==> config.mk <==
export PLATFORM = sky130hd
export DESIGN_NAME = branch_redirect_ctrl
export DESIGN_NICKNAME = d
export VERILOG_FILES = /design/src/rtl/cpu_ctrl_pkg.sv /design/src/rtl/sat_counter.sv /design/src/rtl/branch_redirect_ctrl.sv
export SDC_FILE = /design/constraint.sdc
export NUM_CORES = 1
export LEC_CHECK = 0
export ABC_AREA = 1
export CELL_PAD_IN_SITES_DETAIL_PLACEMENT = 0
export CELL_PAD_IN_SITES_GLOBAL_PLACEMENT = 1
export CORE_ASPECT_RATIO = 1.4
export CORE_MARGIN = 2
export CORE_UTILIZATION = 31
export DETAILED_ROUTE_END_ITERATION = 10
export PLACE_DENSITY = 0.89
export SYNTH_ARGS = -nofsm -noshare
export SYNTH_HDL_FRONTEND = slang
export SYNTH_SLANG_ARGS = --single-unit
==> constraint.sdc <==
create_clock -name Clk -period 3.3 [get_ports Clk]
set_input_delay 0.66 -clock Clk [delete_from_list [all_inputs] [get_ports Clk]]
set_output_delay 0.66 -clock Clk [all_outputs]
set_load 0.005 [all_outputs]
==> src/rtl/cpu_ctrl_pkg.sv <==
// Shared control-path definitions: redirect FSM states, branch-type and
// branch-mux select encodings, and the branch-taken helper.
package cpu_ctrl_pkg;

  typedef enum logic [1:0] {
    S_IDLE     = 2'd0,
    S_WAIT_RS  = 2'd1,
    S_REDIRECT = 2'd2
  } state_e;

  localparam logic BT_BEQ = 1'b0;
  localparam logic BT_BNE = 1'b1;

  localparam logic BMUX_RS  = 1'b0;
  localparam logic BMUX_ALU = 1'b1;

  function automatic logic branch_taken(input logic branch, input logic btype,
                                        input logic zero);
    return branch & (zero ^ btype);
  endfunction

endpackage

==> src/rtl/sat_counter.sv <==
// Up-counter that sticks at all-ones; synchronous active-high reset.
module sat_counter #(
  parameter int unsigned WIDTH = 16
) (
  input  logic             clk,
  input  logic             rst,
  input  logic             en,
  output logic [WIDTH-1:0] count
);

  logic [WIDTH-1:0] cnt_q, cnt_d;

  always_comb begin
    cnt_d = cnt_q;
    if (en && (cnt_q != '1)) cnt_d = cnt_q + WIDTH'(1);
  end

  always_ff @(posedge clk) begin
    if (rst) cnt_q <= '0;
    else     cnt_q <= cnt_d;
  end

  assign count = cnt_q;

endmodule

==> src/rtl/branch_redirect_ctrl.sv <==
// EX-stage control-flow sequencer: resolves beq/bne/jr, registers the
// redirect PC, issues one-cycle flushes and stalls on an unready jr source.
module branch_redirect_ctrl
  import cpu_ctrl_pkg::*;
#(
  parameter int unsigned WIDTH     = 32,
  parameter int unsigned STALL_MAX = 3,
  parameter int unsigned CNT_W     = 16
) (
  input  logic             Clk,
  input  logic             Reset,
  input  logic             Branch_EX,
  input  logic             BranchType_EX,
  input  logic             Zero_EX,
  input  logic             JumpReg_EX,
  input  logic             RsReady_EX,
  input  logic [WIDTH-1:0] BranchTarget_EX,
  input  logic [WIDTH-1:0] ReadData1_EX,
  output logic             BranchMux_sel,
  output logic             Redirect_valid,
  output logic [WIDTH-1:0] Redirect_PC,
  output logic             Stall,
  output logic             Flush_IFID,
  output logic             Flush_IDEX,
  output logic [CNT_W-1:0] TakenCount,
  output logic             Timeout_err
);

  localparam int unsigned SC_W = (STALL_MAX < 2) ? 1 : $clog2(STALL_MAX + 1);
  localparam logic [WIDTH-1:0] ALIGN_MASK = ~WIDTH'(3);

  state_e           state_q, state_d;
  logic [SC_W-1:0]  stall_cnt_q, stall_cnt_d, stall_inc;
  logic [WIDTH-1:0] pc_q, pc_d;
  logic             sel_q, sel_d;
  logic             tmo_q, tmo_d;
  logic             enter_redirect;

  always_comb begin
    state_d        = state_q;
    stall_cnt_d    = stall_cnt_q;
    pc_d           = pc_q;
    sel_d          = sel_q;
    tmo_d          = tmo_q;
    enter_redirect = 1'b0;
    Stall          = 1'b0;
    stall_inc      = stall_cnt_q + SC_W'(1);

    case (state_q)
      S_IDLE: begin
        // jr takes priority over a simultaneous conditional branch
        if (JumpReg_EX) begin
          if (RsReady_EX) begin
            state_d        = S_REDIRECT;
            pc_d           = ReadData1_EX & ALIGN_MASK;
            sel_d          = BMUX_RS;
            enter_redirect = 1'b1;
          end else begin
            state_d     = S_WAIT_RS;
            stall_cnt_d = '0;
            Stall       = 1'b1;
          end
        end else if (branch_taken(Branch_EX, BranchType_EX, Zero_EX)) begin
          state_d        = S_REDIRECT;
          pc_d           = BranchTarget_EX & ALIGN_MASK;
          sel_d          = BMUX_ALU;
          enter_redirect = 1'b1;
        end
      end
      S_WAIT_RS: begin
        Stall = 1'b1;
        if (RsReady_EX) begin
          state_d        = S_REDIRECT;
          pc_d           = ReadData1_EX & ALIGN_MASK;
          sel_d          = BMUX_RS;
          enter_redirect = 1'b1;
        end else begin
          stall_cnt_d = stall_inc;
          if (stall_inc == SC_W'(STALL_MAX)) begin
            state_d = S_IDLE;
            tmo_d   = 1'b1;
          end
        end
      end
      S_REDIRECT: state_d = S_IDLE;
      default:    state_d = S_IDLE;
    endcase
  end

  always_ff @(posedge Clk) begin
    if (Reset) begin
      state_q     <= S_IDLE;
      stall_cnt_q <= '0;
      pc_q        <= '0;
      sel_q       <= 1'b0;
      tmo_q       <= 1'b0;
    end else begin
      state_q     <= state_d;
      stall_cnt_q <= stall_cnt_d;
      pc_q        <= pc_d;
      sel_q       <= sel_d;
      tmo_q       <= tmo_d;
    end
  end

  sat_counter #(.WIDTH(CNT_W)) u_taken_cnt (
    .clk   (Clk),
    .rst   (Reset),
    .en    (enter_redirect),
    .count (TakenCount)
  );

  assign Redirect_valid = (state_q == S_REDIRECT);
  assign Flush_IFID     = Redirect_valid;
  assign Flush_IDEX     = Redirect_valid;
  assign Redirect_PC    = pc_q;
  assign BranchMux_sel  = sel_q;
  assign Timeout_err    = tmo_q;

endmodule

==> run summary <==
Status -> complete, no violations
R2r worst-path depth -> 8
Vias -> 3,216
Async S/R FF share, synth -> 0%
Clk Latency, worst-skew pair -> 0.29 ns
Antenna Cells -> 0
Critical Path End Type -> output port
Syn. warnings -> 0
FF-to-FF Start -> u_taken_cnt.count[0]$_SDFFE_PP0P_
Clock Tree Root -> clkbuf_16
Hold buffer count at CTS -> 0
Setup TNS -> 0 ns
Routed wire per std cell -> 14.8 um
Vias per Instance -> 5.21
ANT nets after route -> 0
Top post-synthesis cells by area -> dfxtp_1 39%, a21oi_1 14%, nand2_1 10%
CTS Buffer Depth -> 2
Min Tclk post-route -> 2.65 ns
Count leader, synth -> a21oi_1
Compound-cell area share of the yosys netlist -> 27.7%
Nets -> 583
Ratio of final minimum period to clock period -> 80.4%
GR peak layer -> met2
Worst Path Max Fanout -> 5
R2R Path End -> u_taken_cnt.count[11]$_SDFFE_PP0P_
Most frequent cells after synthesis -> 79 x a21oi_1, 77 x nand2_1, 54 x dfxtp_1
Routing usage on met3 -> 6.64%
Initial antenna violation count -> 0
Count of cell types in the netlist -> 27
Clk_skew -> 0.00482 ns
First drt pass iteration count -> 5
I/O Buffers -> 120
Height of the die -> 116 um
DRC -> 0
Met2 Usage GRT -> 31.4%
Mux cell area share after synthesis -> 0%
Initial detailed-routing violation count -> 92
Synth top area share -> 38.7%
Number of global-route vias before repair -> 3,096
CTS tree -> yes
First-pass GRT wire length -> 15,000 um
Slew of the pin with the lowest slew margin -> 0.481 ns
Seq cells post-synth -> 54
Post-CTS Setup Bufs -> 0
Cell area power density -> 411 nW/um2
Startpoint types -> input port
Yosys top cell by area -> dfxtp_1
Maximum number of pins on one net before global-route repair -> 42
Sink Count -> 54
Final GP Congestion -> 0.839
DIE AREA -> 9790 um2
Overall routing resource usage -> 18.7%
Detailed placer's ending HPWL -> 6260 um
Max cap viols -> 0
Mapped Area -> 2790 um2
Final Hold Viols -> 0
LEAKAGE -> 1.54 nW
Clk slew on worst S/H paths -> 0.07 ns
Design area -> 4220 um2
Die X -> 84.2 um
Core Box Area -> 8870 um2
Fmax -> 377 MHz
Simple-gate share of the synthesized area -> 23.3%
Worst Min Path Start -> Redirect_PC[1]$_SDFFE_PP0P_
H-tree levels -> 2
Synth Area in XOR/XNOR -> 0.941%
Slew Limit Headroom -> 67.9%
Placed cell areas -> 4050 um2
Setup Viol. Count Final -> 0
Arrival @ worst endpoint -> 1.99 ns
Met1 GRT Util -> 22.6%
HP Class -> flop to flop
Crit Path Class -> input port to output port
Max IR drop VDD -> 0.270 mV
Worst hold margin -> 0.446 ns
Gr ovfl total -> 0
# rows -> 41
Number of standard cells after synthesis -> 403
Starting Density -> 31.5%
Count of flip-flops with a built-in enable after synthesis -> 0
Layout cells sized above 1 -> 5.88%
Seq/Total Area, Yosys -> 38.7%
Routed wire length -> 9110 um
Total power -> 1.74 mW
Mean post-synth cell area -> 6.93 um2
Slew Limit Fails -> 0
RSZ-0062 raised after global routing -> false
# IOs -> 125
Hold EP -> Redirect_PC[1]$_SDFFE_PP0P_
Flop-to-flop setup slack -> 1.56 ns
Prevailing post-synth register cell -> dfxtp_1
Syn_nets -> 476
CTS buffer count -> 5
Main combinational cell family by area after synthesis -> compound AO/OA/AOI/OAI gates
Hold depth -> 2
Cts repair resizes -> 0
Adder-Cell Fraction of Synth Area -> 0.896%
P&R area growth vs syn -> 51.2%
Critical Path RT -> 2.64 ns
sequential cells by signal (all words and copies together) (netlist names):
name               cells
Redirect_PC           32
u_taken_cnt.count     16
stall_cnt_q            2
state_q                2
BranchMux_sel          1
Timeout_err            1
power by group:
| part | internal [mW] | switching, mW | total, mW |
|---|---|---|---|
| clock | 0.375 | 0.240 | 0.615 |
| combinational | 0.211 | 0.182 | 0.393 |
| sequential | 0.698 | 0.0288 | 0.727 |
cell type report:
class	count	area, um2
Clock buffer	6	139
Multi-Input combinational cell	295	1480
Timing Repair Buffer	128	1260
Tap cell	107	134
Inverter	26	97.6
Clock inverter	1	30.0
Fill cell	886	4650
Sequential cell	54	1080
worst max path at each step:
| stage | from | end | slack [ns] | cells after the start |
|---|---|---|---|---|
| 2_1_floorplan | RsReady_EX | Stall | 1.40 | 4 |
| 3_3_place_gp | RsReady_EX | Stall | 0.65 | 5 |
| 3_5_place_dp | RsReady_EX | Stall | 0.64 | 5 |
| 4_1_cts | RsReady_EX | Stall | 0.63 | 5 |
| 5_1_grt | RsReady_EX | Stall | 0.49 | 5 |
| 6_report | RsReady_EX | Stall | 0.65 | 5 |
routing by layer:
| layer | up-vias | wire [um] |
|---|---|---|
| li1 | 1598 | - |
| met1 | 1489 | 3880 |
| met2 | 125 | 4350 |
| met3 | 4 | 826 |
| met4 | 0 | 54 |
| met5 | - | 0 |
metrics by stage:
step | setup WS, ns | std cells | utilization (%)
after floorplan | 1.40 | 403 | -
after global placement | 0.645 | 610 | 45.7
after detailed placement | 0.643 | 610 | 45.7
after CTS | 0.628 | 617 | 47.6
after global routing | 0.487 | 617 | 47.6
final | 0.646 | 617 | 47.6
critical path: stages:
cell             delay, ns
clkdlybuf4s50_1       0.50
inv_1                 0.12
nand4_1               0.11
nand2_1               0.09
clkdlybuf4s50_1       0.51
layout by cell type, fill, tap and decap left out:
cell type	count
ha_1	2
inv_2	2
nand2_2	2
nand4_1	6
xor2_1	1
a21oi_1	79
nor2_4	2
nand2_4	1
o22ai_1	30
buf_4	8
nand3_4	2
clkbuf_16	5
bufinv_16	1
o21ai_1	1
nand3_1	17
inv_1	23
clkinv_1	1
nand2_1	77
a31oi_1	1
clkdlybuf4s50_1	120
dfxtp_1	54
clkbuf_8	1
nand3b_1	3
nor2_2	6
nor2_1	27
o21ai_0	36
xnor2_1	2
cell families (layout without fill, tap and decap cells):
group	Yosys count	count (layout)
simple gates	143	143
fa+ha+maj	2	2
xor+xnor	3	3
compound gates	147	147
flops	54	54
buf+inv	54	161
Power figures use the tool's default switching activity.
